File: src/rtl/mul_issue_arbiter.sv
// Issue-side controller for the shared pipelined multiplier: oldest-first port
// arbitration, latency-matched kill tracking, writeback reservation and drain handshake.
module mul_issue_arbiter #(
    parameter int NUM_STAGES = 4,
    parameter int SQN_W      = 7
) (
    input  logic             clk,
    input  logic             rst,
    input  logic [1:0]       IN_reqValid,
    input  logic [SQN_W-1:0] IN_reqSqN0,
    input  logic [SQN_W-1:0] IN_reqSqN1,
    input  logic             IN_branchValid,
    input  logic [SQN_W-1:0] IN_branchSqN,
    input  logic             IN_wbBlock,
    input  logic             IN_drain,
    output logic [1:0]       OUT_grant,
    output logic             OUT_en,
    output logic             OUT_sel,
    output logic             OUT_wbValid,
    output logic [2:0]       OUT_inflight,
    output logic             OUT_idle
);

    localparam int LAT = NUM_STAGES + 2;

    typedef enum logic [1:0] {
        RUN,
        DRAINING,
        DRAINED
    } state_t;

    state_t                    state;
    logic                      sel_q;
    logic [LAT-1:0]            trk_v;
    logic [LAT-1:0][SQN_W-1:0] trk_sqn;
    logic [LAT-1:0]            nxt_v;
    logic [LAT-1:0][SQN_W-1:0] nxt_sqn;
    logic [2:0]                inflight_d;
    logic [SQN_W-1:0]          diff01;
    logic                      port0_older;
    logic [1:0]                elig;

    // True when sqn is strictly younger than the mispredicted branch.
    function automatic logic is_killed(input logic             bv,
                                       input logic [SQN_W-1:0] bsqn,
                                       input logic [SQN_W-1:0] sqn);
        logic [SQN_W-1:0] diff;
        diff = sqn - bsqn;
        return bv && !diff[SQN_W-1] && (diff != '0);
    endfunction

    // Issuing is allowed exactly when the FSM will be in RUN next cycle, which
    // in every state reduces to IN_drain being low.
    always_comb begin
        diff01      = IN_reqSqN0 - IN_reqSqN1;
        port0_older = diff01[SQN_W-1] || (diff01 == '0);
        elig[0]     = rst && IN_reqValid[0] && !IN_wbBlock && !IN_drain &&
                      !is_killed(IN_branchValid, IN_branchSqN, IN_reqSqN0);
        elig[1]     = rst && IN_reqValid[1] && !IN_wbBlock && !IN_drain &&
                      !is_killed(IN_branchValid, IN_branchSqN, IN_reqSqN1);
        OUT_grant[0] = elig[0] && (!elig[1] || port0_older);
        OUT_grant[1] = elig[1] && (!elig[0] || !port0_older);
    end

    assign OUT_en      = |OUT_grant;
    assign OUT_sel     = OUT_en ? OUT_grant[1] : sel_q;
    assign OUT_wbValid = trk_v[LAT-1] &&
                         !is_killed(IN_branchValid, IN_branchSqN, trk_sqn[LAT-1]);

    always_comb begin
        nxt_v      = '0;
        nxt_sqn    = '0;
        nxt_v[0]   = OUT_en;
        nxt_sqn[0] = OUT_grant[1] ? IN_reqSqN1 : IN_reqSqN0;
        for (int unsigned i = 1; i < LAT; i++) begin
            nxt_v[i]   = trk_v[i-1] &&
                         !is_killed(IN_branchValid, IN_branchSqN, trk_sqn[i-1]);
            nxt_sqn[i] = trk_sqn[i-1];
        end
        inflight_d = '0;
        for (int unsigned i = 0; i < LAT; i++) begin
            inflight_d = inflight_d + {2'b00, nxt_v[i]};
        end
    end

    always_ff @(posedge clk or negedge rst) begin
        if (!rst) begin
            trk_v        <= '0;
            trk_sqn      <= '0;
            sel_q        <= 1'b0;
            OUT_inflight <= '0;
        end else begin
            trk_v        <= nxt_v;
            trk_sqn      <= nxt_sqn;
            sel_q        <= OUT_sel;
            OUT_inflight <= inflight_d;
        end
    end

    // Drain completes on the edge that leaves the tracker empty (slot 0 included).
    always_ff @(posedge clk or negedge rst) begin
        if (!rst) begin
            state    <= RUN;
            OUT_idle <= 1'b0;
        end else begin
            case (state)
                RUN: begin
                    if (IN_drain) state <= DRAINING;
                end
                DRAINING: begin
                    if (!IN_drain) begin
                        state <= RUN;
                    end else if (inflight_d == '0) begin
                        state    <= DRAINED;
                        OUT_idle <= 1'b1;
                    end
                end
                DRAINED: begin
                    if (!IN_drain) begin
                        state    <= RUN;
                        OUT_idle <= 1'b0;
                    end
                end
                default: begin
                    state    <= RUN;
                    OUT_idle <= 1'b0;
                end
            endcase
        end
    end

endmodule

File: config.mk
export PLATFORM = sky130hd
export DESIGN_NAME = mul_issue_arbiter
export DESIGN_NICKNAME = d
export VERILOG_FILES = /design/src/rtl/mul_issue_arbiter.sv
export SDC_FILE = /design/constraint.sdc
export NUM_CORES = 1
export LEC_CHECK = 0
export ABC_CLOCK_PERIOD_IN_PS = 4720
export BUFFER_PORTS_ARGS = -buffer_cell sky130_fd_sc_hd__clkbuf_2
export CORE_UTILIZATION = 35
export DETAILED_ROUTE_END_ITERATION = 8
export PLACE_DENSITY_LB_ADDON = 0.15
export SKIP_LAST_GASP = 1
export SYNTH_ARGS = -nofsm -noshare
export SYNTH_HDL_FRONTEND = slang
export SYNTH_SLANG_ARGS = --single-unit
File: constraint.sdc
create_clock -name clk -period 4.72 [get_ports clk]
set_input_delay 0.236 -clock clk [delete_from_list [all_inputs] [get_ports clk]]
set_output_delay 0.236 -clock clk [all_outputs]
set_load 0.02 [all_outputs]
==> qor.csv <==
metric;value;unit
reg2reg_from;nxt_sqn[7]$_DFF_PN0_;
worst_pin_slew;736;ps
synth_top_area_cell;dfrtp_1;
cts_tree;yes;
first_global_vias;3321;
antenna_found_initial;0;
fin_skew;5.53;ps
drc;0;
drive_above_1_share;0.140;
critical_path_class;reg -> reg;
fin_crit;4460;ps
grt_pass1_wl;15.5;mm
final.setup.tns;0;ps
netlist_top_cells_area;dfrtp_1 (33%), ha_1 (17%), fa_1 (5.8%);
firstDrtPassIters;4;
hold_violations;0;
grt_use_total;0.159;
initial_core_util;0.360;
vdd_drop_max;0.000149;V
crit_path_max_incr_delay;510;ps
via_per_inst;5.09;
ant_nets;0;
htree_num_levels;2;
fin_util;0.407;
synth-main-ff-cell;dfrtp_1;
ys_seq_elements;55;
finalMaxSlewViolations;0;
die_area;12200;µm²
routed_wl;8.98;mm
synth_top_area_frac;0.335;
cts_root_buf;clkbuf_16;
dpl.cell_count;598;
fin_crit_sh;0.945;
max_freq;224;MHz
flow.area_growth_from_synthesis;13.1;%
rsz0062_at_grt;false;
cp.required;4890;ps
num_vias;3086;
critPathCaptureType;flop;
die_width;110;µm
syn-cell-area;4110;µm²
clk_pin_slew;70;ps
cts.sinks;55;
ys_warn_count;0;
hold_path_class;in -> async;
cts_buffer_depth;2;
core-area;11400;µm²
slowest_stage;fa_1;
drtIter0Drc;120;
cp-start-kind;flop;
maxCapViolCount;0;
status;finished, final reports clean;
cts_setup_buffers;0;
powerDensity;280;nW/µm²
grt_max_degree;56;
overflow;0;
synth_edf_count;0;
gpl.final_weighted_congestion;0.775;
port_buffers;36;
cts_resized;0;
synth_cells;413;
cpMostUsedCell;inv_1;
cts_buffers;5;
cp_cell_sequence;inv_1, ha_1, inv_1, fa_1, a21o_1, a21oi_1, o21ai_0, a21oi_1, xnor2_1, nand2_1, a22o_1, fa_1, inv_1, fa_1, inv_1, ha_1, inv_1, fa_1, nand4b_1, nor2_1, o21ai_0, o21ai_0;
stdcell_count;606;
boundaryPins;37;
wire_per_inst;14.8;µm
clock_latency;290;ps
hpwl;7.54;mm
fin_nets;557;
async_reset_ff_frac;1.00;
synth.avg_cell_area;9.96;µm²
seq_area_frac_synth;0.335;
die_h;110;µm
r2r_cells;22;
fp-row-count;39;
cp.arrival;4630;ps
timing.rr.end;OUT_idle$_DFFE_PN0P_;
power.leakage;2.28;nW
path_max_fanout;2;
synth_cell_types;54;
postCtsHoldBufs;0;
slew_headroom;0.509;
rrSetupSlack;260;ps
antenna_cells;0;
syn_nets;508;
setup_viol;0;
-- critical path, delay by kind of cell, from the launching register on --
| kind | cells | cell delay (ps) |
|---|---|---|
| flops | 1 | 380 |
| xor+xnor | 1 | 130 |
| compound gates | 7 | 1200 |
| fa+ha+maj | 6 | 2110 |
| buf+inv | 5 | 260 |
| simple gates | 3 | 270 |
-- synth_stat cells, drive strengths merged, types with 2 or more instances --
cell	instances
dfrtp	55
ha	55
inv	53
o21ai	27
a21oi	23
nor2	23
nand2	19
nor2b	16
xnor2	15
xor2	15
fa	12
o21a	9
nand2b	7
a21o	6
mux2	6
nor3	6
a211o	5
mux2i	5
nand3	5
a2111oi	3
a31oi	3
a32oi	3
nand4b	3
nor4	3
o2111ai	3
or2	3
a32o	2
and2	2
and3	2
buf	2
nand4	2
o211ai	2
o21bai	2
o2bb2ai	2
o311ai	2
o31a	2
-- stage by stage --
stage          instance area, µm²  setup slack [ps]  hold WS, ps  power (mW)
2_1_floorplan                4110               453        -59.6       0.830
3_3_place_gp                 4510               270          362       0.937
3_5_place_dp                 4510               138          365       0.951
4_1_cts                      4650               248          188        1.32
5_1_grt                      4650              25.8          195        1.40
6_report                     4650               261          141        1.30
-- kinds of logic after synthesis --
family          synth area share
compound gates             0.167
simple gates               0.122
fa+ha+maj                  0.226
buf+inv                   0.0538
flops                      0.335
xor+xnor                  0.0639
mux                       0.0332
-- worst max-delay path by stage --
| stage | from | to | slack, ps | cells past startpoint |
|---|---|---|---|---|
| detailed placement | IN_reqSqN0[0] | OUT_idle$_DFFE_PN0P_ | 140 | 22 |
| global placement | IN_reqSqN0[0] | OUT_idle$_DFFE_PN0P_ | 270 | 22 |
| CTS | nxt_sqn[7]$_DFF_PN0_ | OUT_idle$_DFFE_PN0P_ | 250 | 22 |
| finish | nxt_sqn[7]$_DFF_PN0_ | OUT_idle$_DFFE_PN0P_ | 260 | 22 |
| floorplan | IN_reqSqN0[0] | OUT_idle$_DFFE_PN0P_ | 450 | 21 |
| global route | nxt_sqn[7]$_DFF_PN0_ | OUT_idle$_DFFE_PN0P_ | 30 | 22 |
-- sequential cells by signal, indices dropped and copies added (netlist names) --
name / flops
sel_q: 1
nxt_sqn: 35
trk_sqn: 7
trk_v: 6
OUT_inflight: 3
state: 2
OUT_idle: 1
-- cell usage in the layout, fill, tap and decap left out, types with 5 or more instances in the layout --
| cell type | instances |
|---|---|
| buf_4 | 8 |
| mux2i_1 | 5 |
| clkbuf_16 | 5 |
| nand2b_1 | 7 |
| mux2_4 | 5 |
| dfrtp_1 | 55 |
| nand2_1 | 19 |
| clkbuf_2 | 36 |
| a21o_1 | 6 |
| xor2_1 | 15 |
| a211o_1 | 5 |
| inv_1 | 53 |
| nand3_1 | 5 |
| nor2b_1 | 16 |
| ha_1 | 55 |
| nor2_1 | 23 |
| nor3_1 | 6 |
| o21ai_0 | 26 |
| fa_1 | 12 |
| xnor2_1 | 15 |
| o21a_1 | 9 |
| a21oi_1 | 22 |
-- power breakdown --
part / leakage [nW] / internal (mW) / switching [mW]
registers: 0.661 / 0.510 / 0.0214
logic: 1.56 / 0.177 / 0.229
clock network: 0.0669 / 0.197 / 0.169
total: 2.28 / 0.884 / 0.419
-- routing by layer --
metal  GRT usage  vias to the layer above  share of wire
met5           0                        -              0
met4      0.0489                        0          0.019
met3      0.0187                       11          0.016
met2       0.302                       38           0.54
met1       0.183                     1493           0.42
li1            -                     1544              -
-- final cells by class --
| cell class | count | area [µm²] |
|---|---|---|
| fillers | 1136 | 6770 |
| multi-input cells | 303 | 2520 |
| flip-flops and latches | 55 | 1380 |
| repair buffers | 44 | 240 |
| inverters | 53 | 199 |
| well taps | 143 | 179 |
| clock buffers | 6 | 129 |
| clock inverters | 2 | 12.5 |
No activity file was read; power rests on OpenSTA's default activity.
